File: config.mk
export PLATFORM = sky130hd
export DESIGN_NAME = serial_add_ctrl_flat
export DESIGN_NICKNAME = d
export VERILOG_FILES = /design/src/rtl/serial_add_pkg.sv /design/src/rtl/serial_add_ctrl_if.sv /design/src/rtl/serial_add_ctrl_adder_slice.sv /design/src/rtl/serial_add_ctrl.sv /design/src/flat_wrapper.sv
export SDC_FILE = /design/constraint.sdc
export NUM_CORES = 1
export LEC_CHECK = 0
export BUFFER_PORTS_ARGS = -buffer_cell sky130_fd_sc_hd__buf_2
export CORE_ASPECT_RATIO = 0.6
export CORE_UTILIZATION = 55
export DETAILED_ROUTE_END_ITERATION = 10
export GPL_ROUTABILITY_DRIVEN = 1
export PLACE_DENSITY = 0.75
export SYNTH_ARGS = -nofsm -noshare
export SYNTH_HDL_FRONTEND = slang
export SYNTH_SLANG_ARGS = --single-unit
File: constraint.sdc
create_clock -name i_clk -period 3.8 [get_ports i_clk]
set_input_delay 0.57 -clock i_clk [delete_from_list [all_inputs] [get_ports i_clk]]
set_output_delay 0.57 -clock i_clk [all_outputs]
set_load 0.01 [all_outputs]
File: src/rtl/serial_add_pkg.sv
// Shared types and constants for the bit-serial adder controller.
// Build option: SERIAL_ADD_SUB_EN enables the subtract path (see serial_add_ctrl.sv).
package serial_add_pkg;

    localparam int WIDTH_DEFAULT = 8;

    typedef enum logic [1:0] {
        IDLE = 2'd0,
        RUN  = 2'd1,
        DONE = 2'd2
    } state_e;

    // Number of bits needed to count 0..v-1 (at least 1 for v >= 2).
    function automatic int clog2(input int v);
        int r;
        r = 0;
        for (int i = 0; i < 32; i++) begin
            if ((1 << i) < v) begin
                r = i + 1;
            end
        end
        return r;
    endfunction

endpackage

File: src/rtl/serial_add_ctrl_if.sv
// Request/result bundle between a sequencer (master) and serial_add_ctrl (slave).
// i_sub exists only when SERIAL_ADD_SUB_EN is defined.
interface serial_add_ctrl_if #(
    parameter int WIDTH = 8
);
    logic             i_start;
    logic [WIDTH-1:0] i_a;
    logic [WIDTH-1:0] i_b;
`ifdef SERIAL_ADD_SUB_EN
    logic             i_sub;
`endif
    logic             o_busy;
    logic             o_done;
    logic [WIDTH-1:0] o_sum;
    logic             o_carry;

`ifdef SERIAL_ADD_SUB_EN
    modport master (
        output i_start, i_a, i_b, i_sub,
        input  o_busy, o_done, o_sum, o_carry
    );
    modport slave (
        input  i_start, i_a, i_b, i_sub,
        output o_busy, o_done, o_sum, o_carry
    );
`else
    modport master (
        output i_start, i_a, i_b,
        input  o_busy, o_done, o_sum, o_carry
    );
    modport slave (
        input  i_start, i_a, i_b,
        output o_busy, o_done, o_sum, o_carry
    );
`endif
endinterface

File: src/rtl/serial_add_ctrl_adder_slice.sv
// One-bit full adder made of two half adders; the only arithmetic in the controller.
module adder_slice (
    input  logic a,
    input  logic b,
    input  logic c_in,
    output logic sum,
    output logic c_out
);
    logic ha0_sum;
    logic ha0_carry;
    logic ha1_carry;

    assign ha0_sum   = a ^ b;
    assign ha0_carry = a & b;
    assign sum       = ha0_sum ^ c_in;
    assign ha1_carry = ha0_sum & c_in;
    assign c_out     = ha0_carry | ha1_carry;
endmodule

File: src/rtl/serial_add_ctrl.sv
// Bit-serial adder controller: walks adder_slice LSB-first over WIDTH cycles.
// Define SERIAL_ADD_SUB_EN to add i_sub (A-B via inverted B and carry-in of 1).
module serial_add_ctrl
    import serial_add_pkg::*;
#(
    parameter int WIDTH = WIDTH_DEFAULT
) (
    input  logic            i_clk,
    input  logic            i_rst,
    serial_add_ctrl_if.slave bus
);
    localparam int CW = clog2(WIDTH);

    state_e           state_q, state_d;
    logic [WIDTH-1:0] a_q, a_d;
    logic [WIDTH-1:0] b_q, b_d;
    logic [WIDTH-2:0] res_q, res_d;
    logic [CW-1:0]    cnt_q, cnt_d;
    logic             c_q, c_d;
    logic [WIDTH-1:0] sum_q, sum_d;
    logic             carry_q, carry_d;
    logic             busy_q, busy_d;
    logic             done_q, done_d;

    logic             sum_bit;
    logic             c_next;
    logic [WIDTH-1:0] shift_v;
    logic [WIDTH-1:0] b_load;
    logic             cin_load;

`ifdef SERIAL_ADD_SUB_EN
    assign b_load   = bus.i_sub ? ~bus.i_b : bus.i_b;
    assign cin_load = bus.i_sub;
`else
    assign b_load   = bus.i_b;
    assign cin_load = 1'b0;
`endif

    adder_slice u_slice (
        .a     (a_q[0]),
        .b     (b_q[0]),
        .c_in  (c_q),
        .sum   (sum_bit),
        .c_out (c_next)
    );

    // New bit enters at the MSB; after the last bit this is the full result.
    assign shift_v = {sum_bit, res_q};

    always_comb begin
        state_d = state_q;
        a_d     = a_q;
        b_d     = b_q;
        res_d   = res_q;
        cnt_d   = cnt_q;
        c_d     = c_q;
        sum_d   = sum_q;
        carry_d = carry_q;
        case (state_q)
            IDLE: begin
                if (bus.i_start) begin
                    state_d = RUN;
                    a_d     = bus.i_a;
                    b_d     = b_load;
                    cnt_d   = '0;
                    c_d     = cin_load;
                end
            end
            RUN: begin
                res_d = shift_v[WIDTH-1:1];
                a_d   = a_q >> 1;
                b_d   = b_q >> 1;
                c_d   = c_next;
                cnt_d = cnt_q + 1'b1;
                if (cnt_q == CW'(WIDTH - 1)) begin
                    state_d = DONE;
                    cnt_d   = '0;
                    sum_d   = shift_v;
                    carry_d = c_next;
                end
            end
            DONE: begin
                state_d = IDLE;
            end
            default: begin
                state_d = IDLE;
            end
        endcase
        busy_d = (state_d == RUN);
        done_d = (state_d == DONE);
    end

    always_ff @(posedge i_clk) begin
        if (i_rst) begin
            state_q <= IDLE;
            a_q     <= '0;
            b_q     <= '0;
            res_q   <= '0;
            cnt_q   <= '0;
            c_q     <= 1'b0;
            sum_q   <= '0;
            carry_q <= 1'b0;
            busy_q  <= 1'b0;
            done_q  <= 1'b0;
        end else begin
            state_q <= state_d;
            a_q     <= a_d;
            b_q     <= b_d;
            res_q   <= res_d;
            cnt_q   <= cnt_d;
            c_q     <= c_d;
            sum_q   <= sum_d;
            carry_q <= carry_d;
            busy_q  <= busy_d;
            done_q  <= done_d;
        end
    end

    assign bus.o_busy  = busy_q;
    assign bus.o_done  = done_q;
    assign bus.o_sum   = sum_q;
    assign bus.o_carry = carry_q;
endmodule
File: src/flat_wrapper.sv
// flat-port wrapper written by rule: the top's interface ports become plain ports
module serial_add_ctrl_flat import serial_add_pkg::*;
#(
    parameter int WIDTH = WIDTH_DEFAULT
)
  (i_clk, i_rst, bus_i_start, bus_i_a, bus_i_b, bus_o_busy, bus_o_done, bus_o_sum, bus_o_carry);
  serial_add_ctrl_if #(.WIDTH(WIDTH)) bus_i ();
  input  logic i_clk;
  input  logic i_rst;
  input wire logic [$bits(bus_i.i_start)-1:0] bus_i_start;
  input wire logic [$bits(bus_i.i_a)-1:0] bus_i_a;
  input wire logic [$bits(bus_i.i_b)-1:0] bus_i_b;
  output wire logic [$bits(bus_i.o_busy)-1:0] bus_o_busy;
  output wire logic [$bits(bus_i.o_done)-1:0] bus_o_done;
  output wire logic [$bits(bus_i.o_sum)-1:0] bus_o_sum;
  output wire logic [$bits(bus_i.o_carry)-1:0] bus_o_carry;
  assign bus_i.i_start = bus_i_start;
  assign bus_i.i_a = bus_i_a;
  assign bus_i.i_b = bus_i_b;
  assign bus_o_busy = bus_i.o_busy;
  assign bus_o_done = bus_i.o_done;
  assign bus_o_sum = bus_i.o_sum;
  assign bus_o_carry = bus_i.o_carry;
  serial_add_ctrl #(.WIDTH(WIDTH)) u_core (.i_clk(i_clk), .i_rst(i_rst), .bus(bus_i));
endmodule
==> results.md, run 1 <==
CTS:
- In this run the clock root is driven by a sky130_fd_sc_hd__clkbuf_8.
- The clock insertion delay at the later pin of the skew report is 0.35 ns.
- The clock slew at the register clock pins of the worst setup and hold paths is 0.08 ns.
- The number of buffers inserted to repair setup after CTS is 0.
- The CTS tree is built.
- The count of instances resized after the clock tree is built is 0.
- The sink count of the clock tree is 69.
- The maximum buffer depth of the clock tree is 2.
- In this run the number of H-tree levels came out at 3.
- The number of buffers added by the clock tree synthesis step is 9.
- In this run, post-CTS hold repair placed 0 buffers.

Power and ir drop:
- Summed over all cells, the static leakage comes to 1.32 nW.
- The power density of the placed cells is 416 nW/um2.
- The share of total power consumed by net switching is 24.5%.
- The share of total power dissipated in combinational logic is 7.3%.
- The share of total power dissipated in the clock network is 43.3%.
- Sequential cells account for 49.4% of the total power.
- The worst-case IR drop observed on VDD is 0.227 mV.
- The cell internal power dissipation is 1.15 mW.
- The analysis attributes to net switching a power of 375 uW.

Route:
- In the routed layout, each cell is associated on average with a via count of 6.03.
- The total length of routed wires is 7610 um.
- The post-detailed-route DRC marker count is 0.
- The detailed router finished its first iteration with 205 violations.
- The number of nets with antenna violations after detailed routing is 0.
- The post-detailed-route wirelength per cell is 15.3 um.
- The total iterations of the first detailed-routing run is 5.
- The routed via count is 3003.

Outcome:
- The flow ran to the end, and the final reports show no timing, DRC or antenna violations.

Floorplanning:
- The region available for standard cell placement spans 5680 um2.
- The horizontal die dimension is 102 um.
- The die area is 6330 um2.
- The starting density of the core is 58.2%.
- The number of placement rows is 21.
- 30 I/O pins were placed.
- In this run the vertical extent of the chip is 62.0 um.

STA:
- The tightest hold path in the finished design has a slack of 0.470 ns.
- Setup violations remaining at the end of the flow were counted as 0.
- The final number of max-transition violations is 0.
- At the pin with the least slew margin, the transition time is 0.973 ns.
- The setup TNS after final layout is 0 ns.
- Static timing analysis puts the maximum clock frequency at 0.390 GHz.
- Across the routed clock network, the largest skew measured is 0.00822 ns.
- The smallest clock period supported by the final layout is computed as 2.56 ns.
- The number of hold violations in the final report came to 0.
- The ratio of final minimum period to clock period is 67.4%.
- Setup repair after global routing left no endpoint under its margin.
- Headroom to the max-slew limit came out at 34.8%.

Final layout:
- The number of nets in the final layout is 434.
- The area of the multi-input gates is 1740 um2.
- The post-route standard cell area excluding fillers is 3670 um2.
- Relative to the synthesized area, the layout overhead comes to 11.3%.
- The number of inserted filler cells in the final layout is 520.
- The fraction of layout cells with a size suffix above 1 is 17.2%.
- The number of standard cells in the layout, taps in and fillers out is 498.
- The number of antenna diodes in the final layout is 0.
- In the final layout, flip-flops and latches occupy 1380 um2.

Global route:
- The via count of the first global-routing pass is 2476.
- The initial antenna violation count is 0.
- The pin count of the biggest net entering global routing is 45.
- The first-pass GRT wire length is 11900 um.
- The combined global-route utilization of all metal layers is 25.3%.
- The global-route congestion overflow total is 0.

Worst setup path:
- The required time of the critical path is 4.00 ns.
- The most critical setup path has its endpoint at u_core.bus.o_sum[2]$_SDFFE_PP0P_.
- In this run the worst path has a maximum fanout of 11.
- At the worst endpoint, the arrival time is 2.76 ns.
- The depth of the worst register-to-register path is 6.
- The reg2reg setup slack is 1.24 ns.
- The kind of critical path is register to register.
- The worst register-to-register path begins at u_core.cnt_q[0]$_SDFFE_PP0P_.
- The critical path startpoint is u_core.cnt_q[0]$_SDFFE_PP0P_.
- The capture point of the worst reg-to-reg path is u_core.bus.o_sum[2]$_SDFFE_PP0P_.
- The worst setup path is launched from a register.
- The nature of the critical path endpoint is a register.

Hold path:
- The hold path startpoint is u_core.res_q[4]$_SDFFE_PP0P_.
- The tightest min-delay check is of the register to register type.
- The worst hold path passes through 2 cells.

Place:
- The count of buffers added on input and output ports is 29.
- The final estimated routing congestion in global placement is 0.847.
- The post-detailed-placement cell area is 3450 um2.
- The number of placed instances with taps included is 482.
- The half-perimeter wire length of the detailed placement result is 5250 um.

Yosys:
- After technology mapping, the gate count stands at 392.
- The share of synthesized flip-flops with an asynchronous set or reset is 0%.
- The synthesized net count is 413.
- The area share of the largest cell type after synthesis is 41.8%.
- The number of different library cells in the post-synthesis netlist is 58.
- The share of the Yosys chip area taken by registers is 41.8%.
- The leading area contributor after synthesis is sky130_fd_sc_hd__dfxtp_1.
- After synthesis the netlist holds a flip-flop and latch count of 69.
- After synthesis, the cell types taking the most area are sky130_fd_sc_hd__dfxtp_1 42%, sky130_fd_sc_hd__nand2_1 6.3%, sky130_fd_sc_hd__nor2_1 4.9%.
- The average cell area after synthesis is 8.42 um2.
- The number of flops mapped to enable cells by yosys is 0.
- The predominant post-synthesis flop cell is sky130_fd_sc_hd__dfxtp_1.
- The cell area that synthesis handed to floorplanning was 3300 um2.
- The count of synthesis-stage warnings from yosys is 0.

Flow run:
- Across the run, the number of max-cap violations was 0.
[Yosys cell counts (3+ instances only)]
master	number
sky130_fd_sc_hd__a211oi_1	3
sky130_fd_sc_hd__a21o_1	3
sky130_fd_sc_hd__a21oi_1	26
sky130_fd_sc_hd__a22oi_1	3
sky130_fd_sc_hd__a311oi_1	14
sky130_fd_sc_hd__a31oi_1	15
sky130_fd_sc_hd__and3_1	5
sky130_fd_sc_hd__and4_1	3
sky130_fd_sc_hd__buf_2	3
sky130_fd_sc_hd__buf_4	4
sky130_fd_sc_hd__buf_6	4
sky130_fd_sc_hd__clkbuf_1	14
sky130_fd_sc_hd__dfxtp_1	69
sky130_fd_sc_hd__inv_1	12
sky130_fd_sc_hd__mux2i_1	9
sky130_fd_sc_hd__nand2_1	55
sky130_fd_sc_hd__nand2b_1	7
sky130_fd_sc_hd__nand3_1	15
sky130_fd_sc_hd__nand4_1	7
sky130_fd_sc_hd__nand4_2	4
sky130_fd_sc_hd__nor2_1	43
sky130_fd_sc_hd__nor3_1	5
sky130_fd_sc_hd__nor4_1	9
sky130_fd_sc_hd__o21ai_0	9
sky130_fd_sc_hd__o21ai_1	4
sky130_fd_sc_hd__or3_1	6
sky130_fd_sc_hd__or4_1	4
[cells by family (layout without fill, tap and decap cells)]
kind of cell / count (synthesis) / in the layout / synth area share, %
and+or+nand+nor: 179 / 179 / 29.2
AOI/OAI and AO/OA: 94 / 94 / 19.1
muxes: 9 / 9 / 2.73
xor gates and xnor gates: 2 / 2 / 0.531
adders and majority gates: 2 / 2 / 0.986
buffers and inverters: 37 / 63 / 5.69
DFF: 69 / 69 / 41.8
[worst min-delay path by stage]
stage                                               to  slack, ns
after floorplan           u_core.res_q[0]$_SDFFE_PP0P_       0.44
after global placement    u_core.res_q[0]$_SDFFE_PP0P_       0.45
after detailed placement  u_core.res_q[3]$_SDFFE_PP0P_       0.46
after CTS                   u_core.a_q[7]$_SDFFE_PP0P_       0.47
after global routing        u_core.b_q[1]$_SDFFE_PP0P_       0.48
final                     u_core.res_q[3]$_SDFFE_PP0P_       0.47
[sequential cells by signal, indices dropped and copies added (netlist names)]
name	count
u_core.a_q	8
u_core.b_q	8
u_core.bus.o_busy	1
u_core.bus.o_carry	1
u_core.bus.o_done	1
u_core.bus.o_sum	8
u_core.c_q	1
u_core.cnt_q	32
u_core.res_q	7
u_core.state_q	2
[power by group through the flow]
stage / clock [mW] / sequential, mW / combinational [mW]
6_report: 0.662 / 0.755 / 0.112
5_1_grt: 0.707 / 0.758 / 0.124
4_1_cts: 0.672 / 0.755 / 0.111
3_5_place_dp: 0 / 0.772 / 0.110
3_3_place_gp: 0 / 0.771 / 0.107
2_1_floorplan: 0 / 0.767 / 0.0828
[stage by stage]
step,total power [mW],utilization (%),setup slack [ns]
after floorplan,0.850,-,1.91
after global placement,0.878,60.8,1.35
after CTS,1.54,64.7,1.23
after detailed placement,0.882,60.8,1.22
after global routing,1.59,64.7,1.01
final,1.53,64.7,1.24
[critical path, cell delays in order (launching register included)]
cell,delay [ns]
sky130_fd_sc_hd__dfxtp_1,0.41
sky130_fd_sc_hd__ha_1,0.30
sky130_fd_sc_hd__nor4b_2,0.29
sky130_fd_sc_hd__nand4_2,0.22
sky130_fd_sc_hd__nor3_2,0.85
sky130_fd_sc_hd__mux2i_1,0.27
sky130_fd_sc_hd__nor2_1,0.05
[per-layer routing]
layer	track usage, %	up-vias	share of wire [%]	routed length (um)
li1	-	1477	-	-
met1	36.9	1406	51	3870
met2	36.1	114	41	3120
met3	8.39	6	7.5	569
met4	5.51	0	0.58	44
met5	0	-	0	0
[layout make-up]
class | count | share of cell area (%)
timing repair buffer | 35 | 5.18
multi-input combinational | 286 | 47.2
inverter | 12 | 1.23
clock buffer | 9 | 3.37
sequential | 69 | 37.6
clock inverter | 7 | 2.66
tap | 80 | 2.72
[layout by cell type (no fill, tap or decap), types with 6 or more instances in the layout]
cell and count:
sky130_fd_sc_hd__clkbuf_8 9, sky130_fd_sc_hd__dfxtp_1 69, sky130_fd_sc_hd__a311oi_1 14, sky130_fd_sc_hd__a31oi_1 15, sky130_fd_sc_hd__buf_2 29, sky130_fd_sc_hd__nor4_1 9
sky130_fd_sc_hd__mux2i_1 9, sky130_fd_sc_hd__nand3_1 15, sky130_fd_sc_hd__inv_1 12, sky130_fd_sc_hd__nand2_1 55, sky130_fd_sc_hd__a21oi_1 26, sky130_fd_sc_hd__or3_1 6
sky130_fd_sc_hd__buf_4 6, sky130_fd_sc_hd__nand4_1 7, sky130_fd_sc_hd__nor2_1 43, sky130_fd_sc_hd__o21ai_0 9, sky130_fd_sc_hd__nand2b_1 7
Note: power is estimated with default switching activity, not from simulation.
==> inputs of run 2 (changes only) <==
--- a/config.mk
+++ b/config.mk
@@ -7,7 +7,7 @@
 export LEC_CHECK = 0
 export BUFFER_PORTS_ARGS = -buffer_cell sky130_fd_sc_hd__buf_2
 export CORE_ASPECT_RATIO = 0.6
-export CORE_UTILIZATION = 55
+export CORE_UTILIZATION = 53
 export DETAILED_ROUTE_END_ITERATION = 10
 export GPL_ROUTABILITY_DRIVEN = 1
 export PLACE_DENSITY = 0.75
==> constraint.sdc (replaced) <==
create_clock -name i_clk -period 2.35 [get_ports i_clk]
set_input_delay 0.3525 -clock i_clk [delete_from_list [all_inputs] [get_ports i_clk]]
set_output_delay 0.3525 -clock i_clk [all_outputs]
set_load 0.01 [all_outputs]
==> results.md, run 2 (same netlist as run 1, synthesis figures left out) <==
Outcome:
- The run finished with clean final reports.

Worst setup path:
- The critical path data arrival time is 2.34 ns (-0.42 ns).
- The launch point of the worst reg-to-reg path is u_core.cnt_q[25]$_SDFFE_PP0P_.
- The setup path with the least slack is of type register to register.
- The largest fanout of any net on the critical path came to 8 (-3).
- The startpoint type of the worst setup path is a register.
- The worst setup path is captured at a register.
- The required time of the critical path is 2.60 ns (-1.40 ns).
- In this run the worst setup path begins at u_core.cnt_q[25]$_SDFFE_PP0P_.

Floorplanning:
- The die area was 6560 um2 (+3.7%).
- The die height was 63.1 um (+1.8%).
- The starting density of the core is 57.1% (-1.1 points).
- The number of placement rows came to 21 (unchanged).
- The area of the placeable core is 5780 um2 (+1.9%).
- The number of top-level pins is 30 (unchanged).
- The horizontal die dimension is 104 um (+1.8%).

CTS:
- The maximum level of the CTS H-tree is 3 (unchanged).
- The CTS tree is built.
- The clock insertion delay at the later pin of the skew report was 0.35 ns (about the same).
- The number of buffers added by the clock tree synthesis step is 9 (unchanged).
- The maximum buffer depth of the clock tree was 2 (unchanged).
- The clock slew at the register clock pins of the worst setup and hold paths is 0.08 ns (about the same).
- The clock tree root buffer cell is sky130_fd_sc_hd__clkbuf_8.
- The sink count of the clock tree was 69 (unchanged).

Final layout:
- The number of antenna repair diodes came to 0 (unchanged).
- The number of nets in the final layout came to 463 (+6.7%).
- The number of inserted filler cells in the final layout is 466 (-10%).
- Leaving out fill and tap cells, the most frequent cells in the layout are 69 x sky130_fd_sc_hd__dfxtp_1, 55 x sky130_fd_sc_hd__nand2_1, 43 x sky130_fd_sc_hd__nor2_1.
- More flip-flops sit in one register than any other, and that register is u_core.cnt_q.
- The number of flip-flops under the largest register name is 32 (unchanged).
- The utilization of the core after routing is 67.8% (+3.1 points).
- The fraction of layout cells with a size suffix above 1 is 22.8% (+5.6 points).
- Compared with the post-synthesis result, the final layout area differs by 18.7%.
- The library cell used most frequently in the layout, excluding fill and tap cells, is sky130_fd_sc_hd__dfxtp_1.

STA:
- The tightest hold margin is 0.246 ns (-0.224 ns).
- The final number of max-transition violations was 0 (unchanged).
- The maximum achievable frequency is 0.477 GHz (+22%).
- The measured slew at the worst slew-check pin came to 0.740 ns (-0.232 ns).
- The number of hold violations in the final report is 0 (unchanged).
- The final setup violation count is 0 (unchanged).
- The final worst clock skew was 0.00679 ns (-0.00143 ns).
- The remaining max-slew budget at the tightest pin is 50.5% (+16 points).
- The ratio of final minimum period to clock period is 89.1% (+22 points).
- The shortest clock period the worst path allows after layout was 2.09 ns (-0.467 ns).
- Setup repair after global routing left no endpoint under its margin.

Global route:
- The global-route congestion overflow total was 0 (unchanged).
- The first-pass GRT wire length came to 13800 um (+16%).
- The initial antenna violation count was 0 (unchanged).
- The combined global-route utilization of all metal layers is 26.9% (+1.7 points).
- The pin count of the biggest net entering global routing came to 44 (-2.2%).
- The via count of the first global-routing pass came to 2778 (+12%).

Route:
- The total iterations of the first detailed-routing run is 5 (unchanged).
- The routed via count divided by cell count is 5.85 (-3.0%).
- The post-detailed-route wirelength per cell came to 15.5 um (+1.3%).
- The starting DRC count in detailed routing came to 218 (+6.3%).
- The number of nets with antenna violations after detailed routing came to 0 (unchanged).
- The total length of routed wires is 8150 um (+7.2%).
- The post-detailed-route DRC marker count was 0 (unchanged).
- The routed via count came to 3081 (+2.6%).

Power and ir drop:
- The worst-case vdd ir drop is 0.439 mV (+94%).
- The power density of the placed cells came to 638 nW/um2 (+53%).
- The leakage component of the power came to 1.48 nW (+12%).

Place:
- The half-perimeter wire length of the detailed placement result is 5710 um (+8.9%).
- The count of input and output buffers is 29 (unchanged).
- The final estimated routing congestion in global placement was 0.873 (+3.1%).

Hold path:
- The worst hold path begins at bus_i_a[7].
- The path class of the tightest hold or removal check is primary input to register.

Flow run:
- The reported max-cap violation count was 0 (unchanged).
==> run 2: cell count changes in the layout (fill, tap and decap cells not counted) <==
cell / change
sky130_fd_sc_hd__nor4_2: +1
sky130_fd_sc_hd__clkinv_4: +2
sky130_fd_sc_hd__clkinvlp_4: -1
sky130_fd_sc_hd__nor4_1: -1
sky130_fd_sc_hd__buf_4: +28
sky130_fd_sc_hd__a21boi_2: -1
sky130_fd_sc_hd__inv_6: -1
sky130_fd_sc_hd__a21boi_4: +1
sky130_fd_sc_hd__buf_12: +1
==> run 2: worst paths after layout <==
kind	endpoint	slack, ns	cells after the start
worst max register to register	u_core.cnt_q[11]$_SDFFE_PP0P_	0.26	6
worst min register to register	u_core.res_q[0]$_SDFFE_PP0P_	0.47	2
worst max-delay path	u_core.cnt_q[11]$_SDFFE_PP0P_	0.26	6
worst min-delay path	u_core.a_q[7]$_SDFFE_PP0P_	0.25	3
==> run 2: timing repair <==
action,CTS,global route
gates resized for setup,1,1
setup buffers,0,0
hold buffers,0,0
setup endpoints to repair,2,8
pin swaps,0,0
endpoints found under the hold margin,0,0
==> run 2: power breakdown <==
part	total [mW]	internal (mW)	switching, mW	leakage, nW
clock	1.08	0.602	0.481	0.110
combinational	0.201	0.0771	0.124	0.815
sequential	1.22	1.20	0.0178	0.561
total	2.50	1.88	0.623	1.48
==> run 2: through the flow <==
stage,worst slack (ns),TNS (ns),cell area [um2],power [mW],cells
floorplan,0.458,0,3300,1.37,392
global placement,0.115,0,3680,1.43,511
finish,0.255,0,3920,2.50,527
detailed placement,-0.0345,-0.0597,3680,1.44,511
global route,0.129,0,3920,2.60,527
CTS,0.139,0,3910,2.52,527
==> run 2: critical path, cell delays in order, from the launching register on <==
cell and delay (ns):
sky130_fd_sc_hd__dfxtp_1 0.35, sky130_fd_sc_hd__nor4_1 0.50, sky130_fd_sc_hd__nand4_2 0.27, sky130_fd_sc_hd__o21ai_2 0.40, sky130_fd_sc_hd__buf_4 0.23, sky130_fd_sc_hd__o21ai_1 0.08
sky130_fd_sc_hd__a21o_1 0.17
==> run 2: final cells by class <==
cell class	instances	area (um2)	area share, %
inverters	12	45.0	1.15
multi-input cells	286	1750	44.6
repair buffers	64	420	10.7
clock inverters	7	98.8	2.52
well taps	80	100	2.55
clock buffers	9	124	3.16
flip-flops and latches	69	1380	35.2
==> run 2: layer usage <==
metal  wire length (um)  vias to the layer above  global-route usage, %
li1                   -                     1539                      -
met1               4090                     1427                   39.3
met2               3260                      107                   36.0
met3                717                        8                   10.6
met4                 74                        0                   7.68
met5                  0                        -                      0
==> inputs of run 3 (changes only) <==
--- a/config.mk
+++ b/config.mk
@@ -5,8 +5,9 @@
 export SDC_FILE = /design/constraint.sdc
 export NUM_CORES = 1
 export LEC_CHECK = 0
+export ABC_CLOCK_PERIOD_IN_PS = 2350
 export BUFFER_PORTS_ARGS = -buffer_cell sky130_fd_sc_hd__buf_2
-export CORE_ASPECT_RATIO = 0.6
+export CORE_ASPECT_RATIO = 1.25
 export CORE_UTILIZATION = 53
 export DETAILED_ROUTE_END_ITERATION = 10
 export GPL_ROUTABILITY_DRIVEN = 1
==> results.md, run 3 (same netlist as run 1, synthesis figures left out) <==
Worst setup path:
- The startpoint type of the worst setup path is a register.
- For this design, the slowest cell found on the critical path is sky130_fd_sc_hd__nor4_1.
- The cell family contributing the most delay on the critical path is simple AND/OR/NAND/NOR gates.
- The signal on the critical path passes through nor4_1, nand4_2, o21ai_2, buf_4, a31o_2, a31oi_1.
- The critical path data arrival time is 2.35 ns (about the same).
- The required time of the critical path is 2.59 ns (about the same).
- By startpoint and endpoint, the worst setup path is classified as register to register.
- The total buffers and inverters traversed by the critical path is 1 (unchanged).
- The nature of the critical path endpoint is a register.
- The largest fanout of any net on the critical path came to 10 (+2).
- The worst stage delay on the critical path is 0.50 ns (about the same).

STA:
- The final setup violation count was 0 (unchanged).
- The maximum achievable frequency is 0.473 GHz (-1.0%).
- The ratio of final minimum period to clock period was 90.0% (+0.90 points).
- The shortest clock period the worst path allows after layout was 2.12 ns (+0.0212 ns).
- The post-route worst setup slack is 0.234 ns (-0.0212 ns).
- The remaining max-slew budget at the tightest pin is 55.6% (+5.1 points).
- Setup repair after global routing left no endpoint under its margin.
- The setup TNS after final layout is 0 ns (unchanged).
- The measured slew at the worst slew-check pin came to 0.660 ns (-0.0805 ns).
- The final number of max-transition violations was 0 (unchanged).
- The final worst clock skew is 0.00617 ns (-0.000617 ns).
- The number of hold violations in the final report is 0 (unchanged).

Global route:
- The first-pass GRT wire length is 13000 um (-5.7%).
- The pin count of the biggest net entering global routing is 44 (unchanged).
- The combined global-route utilization of all metal layers is 25.2% (-1.7 points).
- The via count of the first global-routing pass is 2857 (+2.8%).
- The global-route congestion overflow total is 0 (unchanged).
- The initial antenna violation count is 0 (unchanged).

Place:
- The number of placed instances with taps included is 502 (-1.8%).
- The count of input and output buffers is 29 (unchanged).
- The half-perimeter wire length of the detailed placement result came to 5230 um (-8.3%).
- The final estimated routing congestion in global placement was 0.850 (-2.7%).
- The worst setup slack after placement came to 0.0430 ns (+0.0775 ns).

Power and ir drop:
- The relative contribution of combinational cells to total power is 7.8% (-0.2 points).
- The share of total power consumed by net switching came to 26.3% (+1.4 points).
- The power after layout came to 2.41 mW (-3.7%).
- The cell internal power dissipation is 1.78 mW (-5.5%).
- The switching power was 634 uW (+1.8%).
- The worst-case vdd ir drop is 0.513 mV (+17%).
- The power density of the placed cells is 633 nW/um2 (-0.89%).
- The clock share of power is 41.6% (-1.7 points).
- The proportion of power drawn by flip-flops and latches is 50.5% (+1.8 points).
- The leakage component of the power came to 1.41 nW (-4.8%).

Floorplanning:
- The number of placement rows was 31 (+48%).
- The horizontal die dimension is 72.6 um (-30%).
- The die area is 6550 um2 (-0.12%).
- The number of top-level pins is 30 (unchanged).
- The die height was 90.2 um (+43%).
- The starting density of the core came to 56.0% (-1.1 points).
- The area of the placeable core is 5900 um2 (+2.0%).

Final layout:
- The number of standard cells in the layout, taps in and fillers out was 518 (-1.7%).
- The leading cell type in the layout, fill and taps excluded is sky130_fd_sc_hd__dfxtp_1.
- The number of flip-flops under the largest register name came to 32 (unchanged).
- The number of inserted filler cells in the final layout is 509 (+9.2%).
- The number of antenna repair diodes is 0 (unchanged).
- The number of nets in the final layout is 452 (-2.4%).
- The top cell types in the final layout, fill and taps aside, are 69 x sky130_fd_sc_hd__dfxtp_1, 55 x sky130_fd_sc_hd__nand2_1, 43 x sky130_fd_sc_hd__nor2_1.
- From synthesis to final layout, the design area changed by 15.4%.
- The fraction of layout cells with a size suffix above 1 is 20.9% (-1.9 points).
- The register with the most flip-flops in the final layout is u_core.cnt_q.

Route:
- The number of nets with antenna violations after detailed routing is 0 (unchanged).
- The post-detailed-route wirelength per cell was 14.7 um (-5.0%).
- The total iterations of the first detailed-routing run is 5 (unchanged).
- The routed via count divided by cell count came to 5.98 (+2.4%).
- The total length of routed wires is 7610 um (-6.6%).
- The starting DRC count in detailed routing was 212 (-2.8%).
- The post-detailed-route DRC marker count is 0 (unchanged).
- The routed via count came to 3100 (+0.62%).

CTS:
- The maximum buffer depth of the clock tree is 2 (unchanged).
- The sink count of the clock tree is 69 (unchanged).
- The maximum level of the CTS H-tree came to 3 (unchanged).
- The number of buffers added by the clock tree synthesis step is 9 (unchanged).
- The clock insertion delay at the later pin of the skew report is 0.36 ns (about the same).
- TritonCTS built the clock tree.
- The clock tree root buffer cell is sky130_fd_sc_hd__clkbuf_8.
- The clock slew at the register clock pins of the worst setup and hold paths was 0.08 ns (about the same).
- The number of buffers inserted to repair setup after CTS was 0 (unchanged).

Outcome:
- The run finished with clean final reports.

Flow run:
- The reported max-cap violation count was 0 (unchanged).

Hold path:
- The min-delay analysis places its worst path in the category primary input to register.
==> run 3: cell types whose count changed in the layout (fill, tap and decap cells not counted), sizes merged <==
cell,before,now
inv,13,15
clkinv,3,2
bufinv,2,1
buf,64,53
==> run 3: final timing paths <==
kind | from | to | slack (ns) | depth (start not counted)
min reg2reg | u_core.res_q[0]$_SDFFE_PP0P_ | u_core.res_q[0]$_SDFFE_PP0P_ | 0.46 | 2
max reg2reg | u_core.cnt_q[25]$_SDFFE_PP0P_ | u_core.cnt_q[19]$_SDFFE_PP0P_ | 0.23 | 6
min | bus_i_b[7] | u_core.b_q[7]$_SDFFE_PP0P_ | 0.24 | 3
max | u_core.cnt_q[25]$_SDFFE_PP0P_ | u_core.cnt_q[19]$_SDFFE_PP0P_ | 0.23 | 6
==> run 3: worst register-to-register path, delay by kind of cell (launching register included) <==
kind                   cells  cell delay [ns]
buffers and inverters      1             0.25
flip-flops                 1             0.36
AND/OR/NAND/NOR            2             0.78
AO/OA/AOI/OAI              3             0.60
==> run 3: routing by layer <==
metal / vias up / global-route usage (%) / routed length (um) / share of wire, %
li1: 1515 / - / - / -
met1: 1465 / 31.5 / 3200 / 42
met2: 100 / 40.0 / 3820 / 50
met3: 20 / 5.16 / 382 / 5.0
met4: 0 / 14.1 / 205 / 2.7
met5: - / 0 / 0 / 0
==> run 3: metrics by stage <==
| stage | utilization [%] | instance area, um2 | hold slack [ns] |
|---|---|---|---|
| 2_1_floorplan | - | 3300 | 0.436 |
| 3_3_place_gp | 60.9 | 3590 | 0.449 |
| 3_5_place_dp | 60.9 | 3590 | 0.460 |
| 4_1_cts | 64.4 | 3790 | 0.237 |
| 5_1_grt | 64.6 | 3810 | 0.241 |
| 6_report | 64.6 | 3810 | 0.241 |
==> run 3: power groups by stage <==
| stage | combinational, mW | clock (mW) | sequential (mW) |
|---|---|---|---|
| floorplan | 0.134 | 0 | 1.24 |
| global placement | 0.183 | 0 | 1.24 |
| detailed placement | 0.187 | 0 | 1.24 |
| CTS | 0.188 | 1.01 | 1.22 |
| global route | 0.213 | 1.07 | 1.22 |
| finish | 0.188 | 1.00 | 1.22 |
==> run 3: cell type report <==
class	count	area, um2	share of cell area (%)
inverters	12	45.0	1.18
well taps	82	103	2.69
multi-input cells	286	1750	45.9
clock buffers	9	124	3.25
repair buffers	53	325	8.54
flip-flops and latches	69	1380	36.3
clock inverters	7	81.3	2.14
==> run 3: what timing repair did <==
item | CTS | global route
hold endpoints to repair | 0 | 0
resized for setup | 0 | 2
hold buffers | 0 | 0
endpoints found under the setup margin | 0 | 17
